<file path="src/rtl/fifo_pkg.sv">
// Shared constants and helpers for the flexible synchronous FIFO.
package fifo_pkg;

  localparam int FIFO_MODE_REG  = 0;
  localparam int FIFO_MODE_FWFT = 1;

  // Occupancy counter must represent 0..depth inclusive.
  function automatic int fifo_cnt_w(input int depth);
    return $clog2(depth + 1);
  endfunction

endpackage

</file>
<file path="src/rtl/fifo_wrap_ptr.sv">
// Modulo-DEPTH pointer; wraps DEPTH-1 -> 0 so non-power-of-two depths work.
module fifo_wrap_ptr #(
  parameter int DEPTH = 8,
  parameter int PTR_W = (DEPTH > 1) ? $clog2(DEPTH) : 1
) (
  input  logic             clk_i,
  input  logic             rst_i,
  input  logic             clr_i,
  input  logic             inc_i,
  output logic [PTR_W-1:0] ptr_o
);

  logic [PTR_W-1:0] ptr_q, ptr_d;

  always_comb begin
    ptr_d = ptr_q;
    if (clr_i) begin
      ptr_d = '0;
    end else if (inc_i) begin
      ptr_d = (ptr_q == PTR_W'(DEPTH - 1)) ? '0 : ptr_q + PTR_W'(1);
    end
  end

  always_ff @(posedge clk_i) begin
    if (rst_i) ptr_q <= '0;
    else       ptr_q <= ptr_d;
  end

  assign ptr_o = ptr_q;

endmodule

</file>
<file path="src/rtl/sync_fifo_flex.sv">
// Synchronous FIFO with arbitrary depth, registered-read or FWFT output,
// programmable almost flags, flush and sticky overflow/underflow flags.
module sync_fifo_flex
  import fifo_pkg::*;
#(
  parameter int DEPTH      = 8,
  parameter int DATAWIDTH  = 16,
  parameter int FWFT       = FIFO_MODE_REG,
  parameter int AFULL_LVL  = DEPTH - 1,
  parameter int AEMPTY_LVL = 1
) (
  input  logic                          CLK,
  input  logic                          RST,
  input  logic                          push,
  input  logic                          pop,
  input  logic                          flush,
  input  logic                          err_clr,
  input  logic [DATAWIDTH-1:0]          din,
  output logic [DATAWIDTH-1:0]          dout,
  output logic                          dout_vld,
  output logic [fifo_cnt_w(DEPTH)-1:0]  count,
  output logic                          full,
  output logic                          empty,
  output logic                          almost_full,
  output logic                          almost_empty,
  output logic                          overflow,
  output logic                          underflow
);

  localparam int CW = fifo_cnt_w(DEPTH);
  localparam int PW = $clog2(DEPTH);

  logic [DATAWIDTH-1:0] mem [DEPTH];
  logic [PW-1:0]        wptr, rptr;
  logic [CW-1:0]        count_q, count_d;
  logic                 ovf_q, ovf_d, udf_q, udf_d;
  logic                 pop_ok, push_ok, ovf_set, udf_set;

  assign full  = (count_q == CW'(DEPTH));
  assign empty = (count_q == '0);

  // A full FIFO still accepts a push when a pop frees a slot in the same cycle.
  assign pop_ok  = pop & ~empty & ~flush;
  assign push_ok = push & ~flush & (~full | pop_ok);
  assign ovf_set = push & ~flush & full & ~pop_ok;
  assign udf_set = pop & ~flush & empty;

  always_comb begin
    count_d = count_q;
    if (flush) begin
      count_d = '0;
    end else if (push_ok && !pop_ok) begin
      count_d = count_q + CW'(1);
    end else if (pop_ok && !push_ok) begin
      count_d = count_q - CW'(1);
    end
    ovf_d = ovf_set ? 1'b1 : (err_clr ? 1'b0 : ovf_q);
    udf_d = udf_set ? 1'b1 : (err_clr ? 1'b0 : udf_q);
  end

  always_ff @(posedge CLK) begin
    if (RST) begin
      count_q <= '0;
      ovf_q   <= 1'b0;
      udf_q   <= 1'b0;
    end else begin
      count_q <= count_d;
      ovf_q   <= ovf_d;
      udf_q   <= udf_d;
    end
  end

  always_ff @(posedge CLK) begin
    if (push_ok && !RST) mem[wptr] <= din;
  end

  fifo_wrap_ptr #(.DEPTH(DEPTH), .PTR_W(PW)) u_wptr (
    .clk_i(CLK), .rst_i(RST), .clr_i(flush), .inc_i(push_ok), .ptr_o(wptr)
  );

  fifo_wrap_ptr #(.DEPTH(DEPTH), .PTR_W(PW)) u_rptr (
    .clk_i(CLK), .rst_i(RST), .clr_i(flush), .inc_i(pop_ok), .ptr_o(rptr)
  );

  generate
    if (FWFT == FIFO_MODE_FWFT) begin : g_fwft
      // Head entry is shown combinationally; masked to zero when empty.
      assign dout     = empty ? '0 : mem[rptr];
      assign dout_vld = ~empty;
    end else begin : g_reg
      logic [DATAWIDTH-1:0] dout_q;
      logic                 dout_vld_q;
      always_ff @(posedge CLK) begin
        if (RST) begin
          dout_q     <= '0;
          dout_vld_q <= 1'b0;
        end else begin
          if (pop_ok) dout_q <= mem[rptr];
          dout_vld_q <= pop_ok;
        end
      end
      assign dout     = dout_q;
      assign dout_vld = dout_vld_q;
    end
  endgenerate

  assign count        = count_q;
  assign almost_full  = (count_q >= CW'(AFULL_LVL));
  assign almost_empty = (count_q <= CW'(AEMPTY_LVL));
  assign overflow     = ovf_q;
  assign underflow    = udf_q;

endmodule

</file>
<file path="config.mk">
export PLATFORM = sky130hd
export DESIGN_NAME = sync_fifo_flex
export DESIGN_NICKNAME = d
export VERILOG_FILES = /design/src/rtl/fifo_pkg.sv /design/src/rtl/fifo_wrap_ptr.sv /design/src/rtl/sync_fifo_flex.sv
export SDC_FILE = /design/constraint.sdc
export NUM_CORES = 1
export LEC_CHECK = 0
export CORE_UTILIZATION = 35
export CTS_CLUSTER_SIZE = 24
export DETAILED_ROUTE_END_ITERATION = 7
export HOLD_SLACK_MARGIN = 0.08
export PLACE_DENSITY = 0.55
export SLEW_MARGIN = 20
export SYNTH_ARGS = -nofsm -noshare
export SYNTH_HDL_FRONTEND = slang
export SYNTH_SLANG_ARGS = --single-unit
</file>
<file path="constraint.sdc">
create_clock -name CLK -period 2.8 [get_ports CLK]
set_clock_uncertainty 0.1 [all_clocks]
set_input_delay 0.56 -clock CLK [delete_from_list [all_inputs] [get_ports CLK]]
set_output_delay 0.56 -clock CLK [all_outputs]
set_load 0.01 [all_outputs]
</file>
==> results of run 1 <==
cells in the mapped netlist (2+ instances only):
library cell	n
edfxtp_1	128
mux2i_1	35
nor2_1	32
dfxtp_1	29
mux4_2	17
nor3_1	17
a211oi_1	16
o22ai_1	15
buf_2	12
a21oi_1	8
ha_1	8
clkbuf_1	7
nand2_1	6
nand2b_1	5
inv_1	3
nand3b_1	3
nor3b_1	2
or2_2	2
xor2_1	2
cell families (layout without fill, tap and decap cells):
family	Yosys count	in the layout
DFF	157	157
and+or+nand+nor	76	76
muxes	52	52
AOI/OAI and AO/OA	41	41
buffers and inverters	22	111
adders and majority gates	8	8
xor gates and xnor gates	3	3
metal layers:
layer  track usage [%]  vias to the layer above  part of all wire (%)
li1                  -                     1568                     -
met1              20.4                     1697                    46
met2              23.6                       71                    48
met3              4.00                       19                   4.0
met5                 0                        -                     0
met4              6.38                        0                   2.0
what timing repair did:
action / in CTS / in global routing
gates resized for setup: 1 / 0
endpoints found under the setup margin: 1 / 0
setup buffers: 0 / 0
registers in the layout (all words and copies together), names as in the netlist:
register      cells
u_wptr.ptr_o      3
overflow          1
mem             128
underflow         1
dout_vld          1
count             4
dout             16
u_rptr.ptr_o      3
through the flow:
step / instances / utilization [%] / setup slack [ps] / total power, mW / area, µm²
final: 668 / 45.4 / 163 / 5.22 / 7610
after global routing: 668 / 45.4 / 21.2 / 5.40 / 7610
after CTS: 668 / 45.4 / 136 / 5.28 / 7610
after detailed placement: 636 / 41.7 / 18.6 / 2.87 / 6980
after global placement: 636 / 41.7 / 14.1 / 2.87 / 6980
after floorplan: 359 / - / -100 / 2.73 / 6060
critical path, delay by kind of cell (launching register included):
| family | cells | cell delay, ps |
|---|---|---|
| buffers and inverters | 2 | 680 |
| adders and majority gates | 1 | 230 |
| DFF | 1 | 360 |
| and+or+nand+nor | 1 | 280 |
placed cells by master (no fill, tap or decap), drive strengths merged, types with 2 or more instances in the layout:
master / count
a21oi: 8
xor2: 2
o22ai: 15
nand2b: 5
nand2: 6
clkinvlp: 4
mux4: 17
ha: 8
nor3: 18
clkbuf: 17
bufinv: 4
mux2i: 35
or3: 2
nor3b: 3
inv: 5
dfxtp: 29
nor2: 32
nand3b: 3
or2: 2
clkinv: 5
buf: 28
edfxtp: 128
clkdlybuf4s50: 48
a211oi: 16
worst max-delay path by stage:
stage	end	cells after the start	slack, ps
after floorplan	mem[2][0]	6	-100
after global placement	mem[4][11]	6	10
after CTS	empty	4	140
final	empty	4	160
after detailed placement	mem[4][0]	6	20
after global routing	count[3]	10	20
layout make-up:
cell class	instances	area [µm²]
Fill cell	1495	9150
Clock buffer	17	425
Multi-Input combinational cell	180	1550
Timing Repair Buffer	76	728
Inverter	3	11.3
Sequential cell	157	4430
Tap cell	220	275
Clock inverter	15	195
power breakdown:
part | leakage, nW | internal, mW | switching, mW
Sequential | 1.39 | 2.55 | 0.0158
Clock | 0.293 | 1.49 | 0.914
Combinational | 0.754 | 0.126 | 0.127
==> impl_metrics.toml, run 1 <==
[sta]
setup_viol = 0
max_freq_mhz = 379
relSlewSlack_pct = 44.7
min_period_over_period_pct = 94.2
worst_pin_slew_ps = 829
grt_setup_unrepaired = "no"
finalSetupTns_ps = 0
hold_slack_ps = 370
fin_crit_ps = 2640
hold_violations = 0
slew_viol_final = 0

[layout]
syn2layout_area_growth_pct = 25.7
final_layout_size_suffix_gt1_share_pct = 20.3
fin_nets = 465
antennaDiodeCount = 0

[synth]
ys_types = 31
ys_seq_area_share_pct = 73.1
synthMuxAreaShare_pct = 12.1
synth_top_area_share_pct = 63.5
synthSimpleGateAreaFrac_pct = 6.68
synth_compound_area_share_pct = 4.42
yosysTopAreaCell = "edfxtp_1"
syn_area_um2 = 6050
synth_ff_type = "edfxtp_1"
synth_top_family_by_area = "multiplexers"
syn_avg_cell_area_um2 = 16.9
yosysWarningCount = 0
syn_nets = 389
ys_seq_elements = 157
synth_xor_area_share_pct = 0.434
yosys.area_share.adder_pct = 1.65
synth-edff-count = 128
synthTopCellsByArea = "edfxtp_1 (63%), dfxtp_1 (9.6%), mux4_2 (6.3%), mux2i_1 (5.8%), a211oi_1 (2.0%)"
netlist_instances = 359
async_reset_ff_share_pct = 0

[min_path]
hold_class = "flop to flop"
hp-start = "underflow"
min_path_cells = 2
min_to = "underflow"

[worst_setup_path]
timing.rr.end = "count[3]"
cp_max_fo = 6
setup.worst_path.start_class = "flop"
path_cells = "inv_1 -> ha_1 -> nor3b_2 -> clkdlybuf4s50_1"
reg2reg_depth = 10
required_ps = 2140
crit_path_max_incr_delay_ps = 580
crit_start = "count[1]"
worst-setup-path-type = "flop to primary output"
worst_ep_arrival_time_ps = 1980
end_kind = "primary output"
cpMaxStageDelayCell = "clkdlybuf4s50_1"
reg2reg_from = "count[1]"
regToRegSetupSlack_ps = 200

[die]
die_h_um = 134
start_util_pct = 36.1
ios = 49
die_area_um2 = 17800
die_x_um = 134
fp.coreArea_um2 = 16800
num_rows = 47

[global_route]
grt_max_degree = 28
grt_pass1_wl_um = 19600
grt_usage_pct = 15.3
antenna_found_initial = 0
grt-ovfl-total = 0
grt_pass1_vias = 3470

[cts]
insertion_delay_ps = 420
cts_root_buf = "clkbuf_16"
cts.sinks = 157
clockBufferDepth = 2
cts_tree = "done"
htree_num_levels = 4
cts_buffers = 17
clk_pin_slew_worst_paths_ps = 60
holdBufCountCts = 0

[routing]
drc = 0
drtIter0Drc = 208
drt_wl_total_um = 12400
routedWlPerCell_um = 18.6
ant_nets = 0
dr.pass1.iters = 4
drt-vias-per-instance = 5.02
via_count = 3355

[power]
p_leak_nw = 2.44
p_per_area_nw_per_um2 = 686
irDropWorstVdd_mv = 0.426

[flow_run]
cap_violations = 0

[status]
status = "completed"

[placement]
portBuffers = 48
hpwl_um = 7850
gp_congestion = 0.726
(Power assumes the default switching activity.)
==> inputs of run 2 (changes only) <==
--- a/config.mk
+++ b/config.mk
@@ -5,11 +5,11 @@
 export SDC_FILE = /design/constraint.sdc
 export NUM_CORES = 1
 export LEC_CHECK = 0
-export CORE_UTILIZATION = 35
+export CORE_UTILIZATION = 52
 export CTS_CLUSTER_SIZE = 24
 export DETAILED_ROUTE_END_ITERATION = 7
 export HOLD_SLACK_MARGIN = 0.08
-export PLACE_DENSITY = 0.55
+export PLACE_DENSITY = 0.75
 export SLEW_MARGIN = 20
 export SYNTH_ARGS = -nofsm -noshare
 export SYNTH_HDL_FRONTEND = slang
==> impl_metrics.toml, run 2 (synthesis results as in run 1) <==
[die]
fp.coreArea_um2 = 11400
die_x_um = 110
die_h_um = 110
die_area_um2 = 12100
start_util_pct = 53.2
num_rows = 39
ios = 49

[placement]
portBuffers = 48
hpwl_um = 7810
gp_congestion = 0.777

[sta]
worst_pin_slew_ps = 746
setup_viol = 0
hold_slack_ps = 378
relSlewSlack_pct = 50.3
hold_violations = 0
max_freq_mhz = 378
min_period_over_period_pct = 94.5
grt_setup_unrepaired = "no"
fin_crit_ps = 2650
slew_viol_final = 0

[min_path]
hold_class = "flop to flop"

[power]
power_mw = 5.13
p_leak_nw = 2.45
p_per_area_nw_per_um2 = 684
irDropWorstVdd_mv = 0.451

[layout]
antennaDiodeCount = 0
layout_commonest_cell = "edfxtp_1"
regMostFlops = "mem"
final_util_pct = 66.0
seq_area_um2 = 4430
multi_input_area_um2 = 1550
largest_reg_flops = 128
fillers = 790
syn2layout_area_growth_pct = 23.9
final_layout_size_suffix_gt1_share_pct = 20.6
fin_nets = 469
mostFrequentLayoutCells = "edfxtp_1 (128), clkdlybuf4s50_1 (48), mux2i_1 (35)"

[cts]
cts_buffers = 17
cts_root_buf = "clkbuf_16"
postCtsSetupBuffers = 0
clockBufferDepth = 2
clk_pin_slew_worst_paths_ps = 60
insertion_delay_ps = 410
cts_tree = "done"
htree_num_levels = 4
cts.sinks = 157

[worst_setup_path]
required_ps = 2140
cp_max_fo = 6
end_kind = "primary output"
cpMaxStageDelayCell = "clkdlybuf4s50_1"
worst-setup-path-type = "flop to primary output"
setup.worst_path.start_class = "flop"
worst_ep_arrival_time_ps = 1990
crit_path_max_incr_delay_ps = 590
path_cells = "inv_1 -> ha_1 -> nor3b_2 -> clkdlybuf4s50_1"

[routing]
routedWlPerCell_um = 20.3
via_count = 3420
dr.pass1.iters = 5
drtIter0Drc = 235
ant_nets = 0
drc = 0
drt-vias-per-instance = 5.75
drt_wl_total_um = 12100

[flow_run]
cap_violations = 0

[global_route]
grt-ovfl-total = 0
antenna_found_initial = 0
grt_pass1_vias = 3313
grt_usage_pct = 21.9
grt_pass1_wl_um = 18300
grt_max_degree = 26

[status]
status = "completed"
-- run 2: area by class of cell --
type / instances / share of cell area [%]
timing repair buffer: 80 / 9.78
multi-input combinational: 180 / 20.7
clock inverter: 11 / 1.89
inverter: 3 / 0.150
sequential: 157 / 59.0
clock buffer: 21 / 6.14
tap: 143 / 2.39
-- run 2: final timing paths --
| check | from | depth (start not counted) | endpoint | slack (ps) |
|---|---|---|---|---|
| worst min register to register | overflow | 2 | overflow | 380 |
| worst max-delay path | count[1] | 4 | empty | 150 |
| worst max register to register | count[1] | 9 | mem[5][7] | 170 |
| worst min-delay path | overflow | 2 | overflow | 380 |
-- run 2: report_power, final --
part	switching (mW)	internal [mW]	total (mW)	leakage, nW
registers	0.0154	2.55	2.57	1.39
clock network	0.864	1.44	2.31	0.290
logic	0.128	0.127	0.255	0.771
-- run 2: what timing repair did --
action / in CTS / in global routing
resized for setup: 1 / 0
endpoints found under the setup margin: 1 / 0
hold buffers: 0 / 0
-- run 2: critical path, delay by kind of cell (launching register included) --
kind                       cells  cell delay (ps)
DFF                            1              360
and+or+nand+nor                1              290
adders and majority gates      1              230
buffers and inverters          2              700
-- run 2: routing by layer --
layer  GRT usage, %  vias up  wire [µm]  part of all wire, %
li1               -     1567          -                    -
met1           29.6     1710       5160                   43
met2           34.3      125       5960                   49
met3           5.93       18        799                  6.6
met4           8.29        0        193                  1.6
met5              0        -          0                    0
-- run 2: metrics by stage --
stage / setup TNS, ps / setup WS (ps) / cells / area [µm²]
4_1_cts: 0 / 142 / 595 / 7500
3_3_place_gp: -1230 / -54.1 / 563 / 6890
3_5_place_dp: -2070 / -93.5 / 563 / 6890
6_report: 0 / 153 / 595 / 7500
5_1_grt: 0 / 19.9 / 595 / 7500
2_1_floorplan: -4070 / -100 / 359 / 6060
